File: config.mk
export PLATFORM = sky130hd
export DESIGN_NAME = uart_cmd_ctrl
export DESIGN_NICKNAME = d
export VERILOG_FILES = /design/src/rtl/uart_cmd_ctrl.sv
export SDC_FILE = /design/constraint.sdc
export NUM_CORES = 1
export LEC_CHECK = 0
export ABC_CLOCK_PERIOD_IN_PS = 7000
export CORE_MARGIN = 5
export CORE_UTILIZATION = 50
export CTS_BUF_LIST = sky130_fd_sc_hd__clkbuf_4 sky130_fd_sc_hd__clkbuf_8
export DETAILED_ROUTE_END_ITERATION = 16
export PLACE_DENSITY = 0.73
export SETUP_SLACK_MARGIN = 0.15
export SLEW_MARGIN = 20
export SYNTH_ARGS = -nofsm -noshare
export SYNTH_HDL_FRONTEND = slang
export SYNTH_SLANG_ARGS = --single-unit
File: constraint.sdc
create_clock -name clk -period 7 [get_ports clk]
set_input_delay 1.05 -clock clk [delete_from_list [all_inputs] [get_ports clk]]
set_output_delay 1.05 -clock clk [all_outputs]
set_load 0.05 [all_outputs]
File: src/rtl/uart_cmd_ctrl.sv
// ============================================================================
// Module   : uart_cmd_ctrl
// Purpose  : Command-frame controller behind the UART receiver. Parses
//            5-byte frames (HDR, CMD, ADDR, DATA, CHK), runs one register-bus
//            read or write per frame and queues a 1- or 2-byte response
//            toward the UART transmitter.
// Ports    : clk, rst_n           - clock, asynchronous active-low reset
//            rx_data/rx_valid     - received byte stream (1-cycle strobes)
//            reg_addr/reg_wdata   - register bus address / write data
//            reg_wr_en/reg_rd_en  - bus requests, held until ack or timeout
//            reg_rdata/reg_ack    - bus read data / 1-cycle completion
//            tx_data/tx_valid     - response byte toward the transmitter
//            tx_ready             - transmitter accepts on valid && ready
//            frame_err            - 1-cycle pulse on inter-byte timeout
//            overrun              - 1-cycle pulse when a byte is dropped
// Revision : 1.0 - initial release
// ============================================================================
`default_nettype none

module uart_cmd_ctrl #(
  parameter int          TIMEOUT_CYCLES = 100000,
  parameter int          BUS_TIMEOUT    = 255,
  parameter logic [7:0]  HDR_BYTE       = 8'hA5
) (
  input  logic       clk,
  input  logic       rst_n,
  input  logic [7:0] rx_data,
  input  logic       rx_valid,
  output logic [7:0] reg_addr,
  output logic [7:0] reg_wdata,
  output logic       reg_wr_en,
  output logic       reg_rd_en,
  input  logic [7:0] reg_rdata,
  input  logic       reg_ack,
  output logic [7:0] tx_data,
  output logic       tx_valid,
  input  logic       tx_ready,
  output logic       frame_err,
  output logic       overrun
);

  localparam int IB_W  = (TIMEOUT_CYCLES > 1) ? $clog2(TIMEOUT_CYCLES) : 1;
  localparam int BUS_W = (BUS_TIMEOUT > 1)    ? $clog2(BUS_TIMEOUT)    : 1;
  localparam logic [IB_W-1:0]  IB_LAST  = IB_W'(TIMEOUT_CYCLES - 1);
  localparam logic [BUS_W-1:0] BUS_LAST = BUS_W'(BUS_TIMEOUT - 1);

  localparam logic [7:0] CMD_WR      = 8'h01;
  localparam logic [7:0] CMD_RD      = 8'h02;
  localparam logic [7:0] RSP_OK      = 8'h5A;
  localparam logic [7:0] RSP_BAD_CHK = 8'hEE;
  localparam logic [7:0] RSP_BAD_CMD = 8'hEF;
  localparam logic [7:0] RSP_BUS_TO  = 8'hED;

  localparam logic [2:0] S_IDLE     = 3'd0;
  localparam logic [2:0] S_GET_CMD  = 3'd1;
  localparam logic [2:0] S_GET_ADDR = 3'd2;
  localparam logic [2:0] S_GET_DATA = 3'd3;
  localparam logic [2:0] S_GET_CHK  = 3'd4;
  localparam logic [2:0] S_BUS      = 3'd5;
  localparam logic [2:0] S_RESP0    = 3'd6;
  localparam logic [2:0] S_RESP1    = 3'd7;

  logic [2:0]       state_q, state_d;
  logic [7:0]       cmd_q, cmd_d;
  logic [7:0]       addr_q, addr_d;
  logic [7:0]       data_q, data_d;
  logic [7:0]       chk_q, chk_d;
  logic [7:0]       rdata_q, rdata_d;
  logic [7:0]       resp_q, resp_d;
  logic [IB_W-1:0]  ib_cnt_q, ib_cnt_d;
  logic [BUS_W-1:0] bus_cnt_q, bus_cnt_d;

  logic             reg_wr_en_q, reg_wr_en_d;
  logic             reg_rd_en_q, reg_rd_en_d;
  logic             tx_valid_q, tx_valid_d;
  logic [7:0]       tx_data_q, tx_data_d;
  logic             frame_err_q, frame_err_d;
  logic             overrun_q, overrun_d;

  logic             abort;
  logic             drop;
  logic             tx_hs;
  logic [7:0]       chk_calc;

  assign tx_hs    = tx_valid_q && tx_ready;
  assign chk_calc = cmd_q ^ addr_q ^ data_q;

  // --------------------------------------------------------------------------
  // State and datapath registers
  // --------------------------------------------------------------------------
  always_ff @(posedge clk or negedge rst_n) begin
    if (!rst_n) begin
      state_q     <= S_IDLE;
      cmd_q       <= '0;
      addr_q      <= '0;
      data_q      <= '0;
      chk_q       <= '0;
      rdata_q     <= '0;
      resp_q      <= '0;
      ib_cnt_q    <= '0;
      bus_cnt_q   <= '0;
      reg_wr_en_q <= 1'b0;
      reg_rd_en_q <= 1'b0;
      tx_valid_q  <= 1'b0;
      tx_data_q   <= '0;
      frame_err_q <= 1'b0;
      overrun_q   <= 1'b0;
    end else begin
      state_q     <= state_d;
      cmd_q       <= cmd_d;
      addr_q      <= addr_d;
      data_q      <= data_d;
      chk_q       <= chk_d;
      rdata_q     <= rdata_d;
      resp_q      <= resp_d;
      ib_cnt_q    <= ib_cnt_d;
      bus_cnt_q   <= bus_cnt_d;
      reg_wr_en_q <= reg_wr_en_d;
      reg_rd_en_q <= reg_rd_en_d;
      tx_valid_q  <= tx_valid_d;
      tx_data_q   <= tx_data_d;
      frame_err_q <= frame_err_d;
      overrun_q   <= overrun_d;
    end
  end

  // --------------------------------------------------------------------------
  // Next-state and datapath logic
  // --------------------------------------------------------------------------
  always_comb begin
    state_d   = state_q;
    cmd_d     = cmd_q;
    addr_d    = addr_q;
    data_d    = data_q;
    chk_d     = chk_q;
    rdata_d   = rdata_q;
    resp_d    = resp_q;
    ib_cnt_d  = ib_cnt_q;
    bus_cnt_d = bus_cnt_q;
    abort     = 1'b0;
    drop      = 1'b0;

    case (state_q)
      S_IDLE: begin
        // Non-header bytes are discarded without any indication.
        if (rx_valid && (rx_data == HDR_BYTE)) begin
          state_d  = S_GET_CMD;
          ib_cnt_d = '0;
        end
      end

      S_GET_CMD, S_GET_ADDR, S_GET_DATA, S_GET_CHK: begin
        // An arriving byte always wins over the timeout in the same cycle.
        if (rx_valid) begin
          ib_cnt_d = '0;
          if (state_q == S_GET_CMD) begin
            cmd_d   = rx_data;
            state_d = S_GET_ADDR;
          end else if (state_q == S_GET_ADDR) begin
            addr_d  = rx_data;
            state_d = S_GET_DATA;
          end else if (state_q == S_GET_DATA) begin
            data_d  = rx_data;
            state_d = S_GET_CHK;
          end else begin
            chk_d = rx_data;
            // Checksum takes priority over command decoding.
            if (rx_data != chk_calc) begin
              resp_d  = RSP_BAD_CHK;
              state_d = S_RESP0;
            end else if ((cmd_q != CMD_WR) && (cmd_q != CMD_RD)) begin
              resp_d  = RSP_BAD_CMD;
              state_d = S_RESP0;
            end else begin
              bus_cnt_d = '0;
              state_d   = S_BUS;
            end
          end
        end else if (ib_cnt_q == IB_LAST) begin
          abort   = 1'b1;
          state_d = S_IDLE;
        end else begin
          ib_cnt_d = ib_cnt_q + IB_W'(1);
        end
      end

      S_BUS: begin
        drop = rx_valid;
        if (reg_ack) begin
          resp_d  = RSP_OK;
          state_d = S_RESP0;
          if (cmd_q == CMD_RD) begin
            rdata_d = reg_rdata;
          end
        end else if (bus_cnt_q == BUS_LAST) begin
          resp_d  = RSP_BUS_TO;
          state_d = S_RESP0;
        end else begin
          bus_cnt_d = bus_cnt_q + BUS_W'(1);
        end
      end

      S_RESP0: begin
        drop = rx_valid;
        if (tx_hs) begin
          // Only a successful read carries a second (data) byte.
          if ((resp_q == RSP_OK) && (cmd_q == CMD_RD)) begin
            state_d = S_RESP1;
          end else begin
            state_d = S_IDLE;
          end
        end
      end

      S_RESP1: begin
        drop = rx_valid;
        if (tx_hs) begin
          state_d = S_IDLE;
        end
      end

      default: state_d = S_IDLE;
    endcase
  end

  // --------------------------------------------------------------------------
  // Output logic: outputs are registered from the upcoming state, so the bus
  // enables and tx_valid appear the cycle after the deciding event and a
  // RESP1 byte can follow the RESP0 handshake with no idle cycle.
  // --------------------------------------------------------------------------
  always_comb begin
    reg_wr_en_d = (state_d == S_BUS) && (cmd_d == CMD_WR);
    reg_rd_en_d = (state_d == S_BUS) && (cmd_d == CMD_RD);
    tx_valid_d  = (state_d == S_RESP0) || (state_d == S_RESP1);
    if (state_d == S_RESP0) begin
      tx_data_d = resp_d;
    end else if (state_d == S_RESP1) begin
      tx_data_d = rdata_d;
    end else begin
      tx_data_d = '0;
    end
    frame_err_d = abort;
    overrun_d   = drop;
  end

  assign reg_addr  = addr_q;
  assign reg_wdata = data_q;
  assign reg_wr_en = reg_wr_en_q;
  assign reg_rd_en = reg_rd_en_q;
  assign tx_data   = tx_data_q;
  assign tx_valid  = tx_valid_q;
  assign frame_err = frame_err_q;
  assign overrun   = overrun_q;

endmodule

`default_nettype wire

==> impl_metrics.toml <==
[clock_network]
clkTransAtPathRegs_ns = 0.08
post_cts_buffers = 0
cts_root_buf = "clkbuf_8"
cts_tree = "done"
h-tree-depth = 3
clk_path_buf_depth = 2
clk_latency_ns = 0.34
holdBufCountCts = 0
numClockSinks = 81
cts-resized-gates = 0
cts_buffers = 9

[finish]
syn_to_final_growth_pct = 18.1
drive_gt1_share_pct = 11.3
post-route-cell-area_mm2 = 0.00490
fin_nets = 470
stdcell_count = 556
diodes = 0
final_cell_mix = "81 x dfrtp_1, 48 x clkdlybuf4s50_1, 40 x nor2_1, 27 x xnor2_1, 25 x mux2_2"
final_common_cell = "dfrtp_1"

[setup_path]
critPathMaxFanout = 14
start_kind = "input pin"
arrival_ns = 3.71
crit_required_ns = 7.23
setup.worst_path.end_class = "flop"
path_class = "in2reg"

[floorplanning]
die_y_um = 101
start_util_pct = 51.0
core-area_mm2 = 0.00813
top_level_ports = 50
num_rows = 33
fp.dieW_um = 101
die_area_mm2 = 0.0102

[synthesis]
yosysWarningCount = 0
synthDistinctLibCells = 57
yosys-top-cells-area = "dfrtp_1 49%, mux2_2 6.8%, xnor2_1 5.7%"
syn-cell-area_mm2 = 0.00415
synth_edf_count = 0
yosys.area.top_type = "dfrtp_1"
synth_fp_nets = 420
synth_seq_cells = 81
synth_ff_type = "dfrtp_1"
seq_area_frac_synth_pct = 48.8
syn_area_per_cell_um2 = 10.5
async_reset_ff_share_pct = 100
yosys.area.top_type_share_pct = 48.8
syn_inst = 396

[global_routing]
grt_pass1_vias = 3181
grt_max_degree = 82
antenna_found_initial = 0
grt_pass1_wl_mm = 15.2
grt-ovfl-total = 0
grt_use_total_pct = 18.5

[outcome]
status = "complete, no violations"

[hold_path]
hold_path.class = "reg2reg"

[power]
power_mw = 2.03
peakVddDrop_mv = 0.292
p_leak_nw = 2.20
powerDensity_mw_per_mm2 = 414

[sta]
fin_tns_setup_ns = 0
worstMarginPinSlew_ns = 1.07
fin_crit_sh_pct = 49.7
skew_ns = 0.00877
setup_viol = 0
rsz0062_at_grt = "false"
post-route-min-period_ns = 3.48
relSlewSlack_pct = 28.1
timing.fmax_mhz = 288
slew_viol_final = 0
final_hold_viol_count = 0

[detailed_routing]
wl_per_cell_um = 16.0
via_per_inst = 5.54
routed_wl_mm = 8.90
first_iter_violations = 115
vias = 3081
ant_nets = 0
drc_errors = 0
first_pass_iters = 4

[placement]
dpl_cell_area_mm2 = 0.00472
numPlacedInstances = 540
place.gp.congestion = 0.859
hpwl_mm = 6.31
io_buffers = 49

[flow_run]
maxCapViolCount = 0
==> worst max-delay path, cell delays in order <==
cell	delay [ns]
clkdlybuf4s50_1	0.62
nor4bb_1	0.25
buf_4	0.20
nor2_1	0.10
o21ai_0	0.08
or4_1	0.48
o41a_1	0.27
or2_1	0.36
a211o_1	0.31
==> where the power goes <==
part	internal (mW)	switching [mW]	leakage [nW]	total, mW
combinational	0.408	0.579	1.07	0.987
sequential	0.602	0.144	1.04	0.745
clock	0.130	0.166	0.0852	0.297
==> final cells by class <==
type / instances / area (um^2)
Clock inverter: 6 / 35.0
Timing Repair Buffer: 50 / 499
Sequential cell: 81 / 2030
Clock buffer: 10 / 131
Multi-Input combinational cell: 282 / 2000
Tap cell: 105 / 131
Inverter: 22 / 82.6
Fill cell: 694 / 3230
==> stage by stage <==
stage                     utilization, %  setup WS, ns  hold WS, ns
after floorplan                        -          3.96        0.435
after global placement              58.1          3.06        0.468
after detailed placement            58.1          3.01        0.475
after CTS                           60.1          3.36        0.493
after global routing                60.3          3.37        0.524
final                               60.3          3.52        0.485
==> cells by family (layout without fill, tap and decap cells) <==
kind of cell               after synthesis  after routing  share of synthesized area [%]
muxes                                   33             33                           8.71
buffers and inverters                   33             88                           3.47
adders and majority gates                3              3                          0.904
DFF                                     81             81                           48.8
xor gates and xnor gates                40             40                           8.44
AOI/OAI and AO/OA                       60             60                           9.76
and+or+nand+nor                        146            146                           19.9
==> final timing paths <==
path,start,endpoint,slack (ns),depth (start not counted)
setup reg to reg,state_q[2]$_DFF_PN0_,bus_cnt_q[4]$_DFFE_PN0P_,3.85,7
setup / recovery,rx_valid,bus_cnt_q[4]$_DFFE_PN0P_,3.52,9
hold / removal,rdata_q[2]$_DFF_PN0_,rdata_q[2]$_DFF_PN0_,0.49,2
min in group asynchronous,rst_n,rdata_q[3]$_DFF_PN0_,0.72,1
hold reg to reg,rdata_q[2]$_DFF_PN0_,rdata_q[2]$_DFF_PN0_,0.49,2
max in group asynchronous,rst_n,resp_q[7]$_DFF_PN0_,5.75,1
==> routing by layer <==
layer	up-vias	wire length, um	GRT usage, %
li1	1503	-	-
met1	1508	4070	24.7
met2	59	4320	30.1
met3	11	388	4.08
met4	0	129	6.34
met5	-	0	0
==> sequential cells by signal (all words and copies together), names as in the netlist <==
| name | flops |
|---|---|
| rdata_q | 8 |
| reg_rd_en | 1 |
| overrun | 1 |
| reg_wr_en | 1 |
| reg_addr | 8 |
| tx_data | 8 |
| state_q | 3 |
| bus_cnt_q | 8 |
| ib_cnt_q | 17 |
| resp_q | 8 |
| cmd_q | 8 |
| tx_valid | 1 |
| frame_err | 1 |
| reg_wdata | 8 |
==> cell usage after synthesis (3+ instances only) <==
library cell,n
nand4_1,7
ha_1,3
buf_2,4
a21oi_1,5
and3_1,10
clkbuf_1,5
o31ai_1,8
mux2i_1,8
or3_1,3
o21a_1,3
and2_1,5
nor4bb_1,6
o22ai_1,8
nor2_1,40
inv_1,22
mux2_2,25
xor2_1,13
a211oi_1,3
o21ai_0,13
nor3_1,3
nor4_1,4
or2_1,3
nor2b_1,8
dfrtp_1,81
a31oi_1,4
nand3_1,16
xnor2_1,27
nand2_1,21
(Power assumes the default switching activity.)
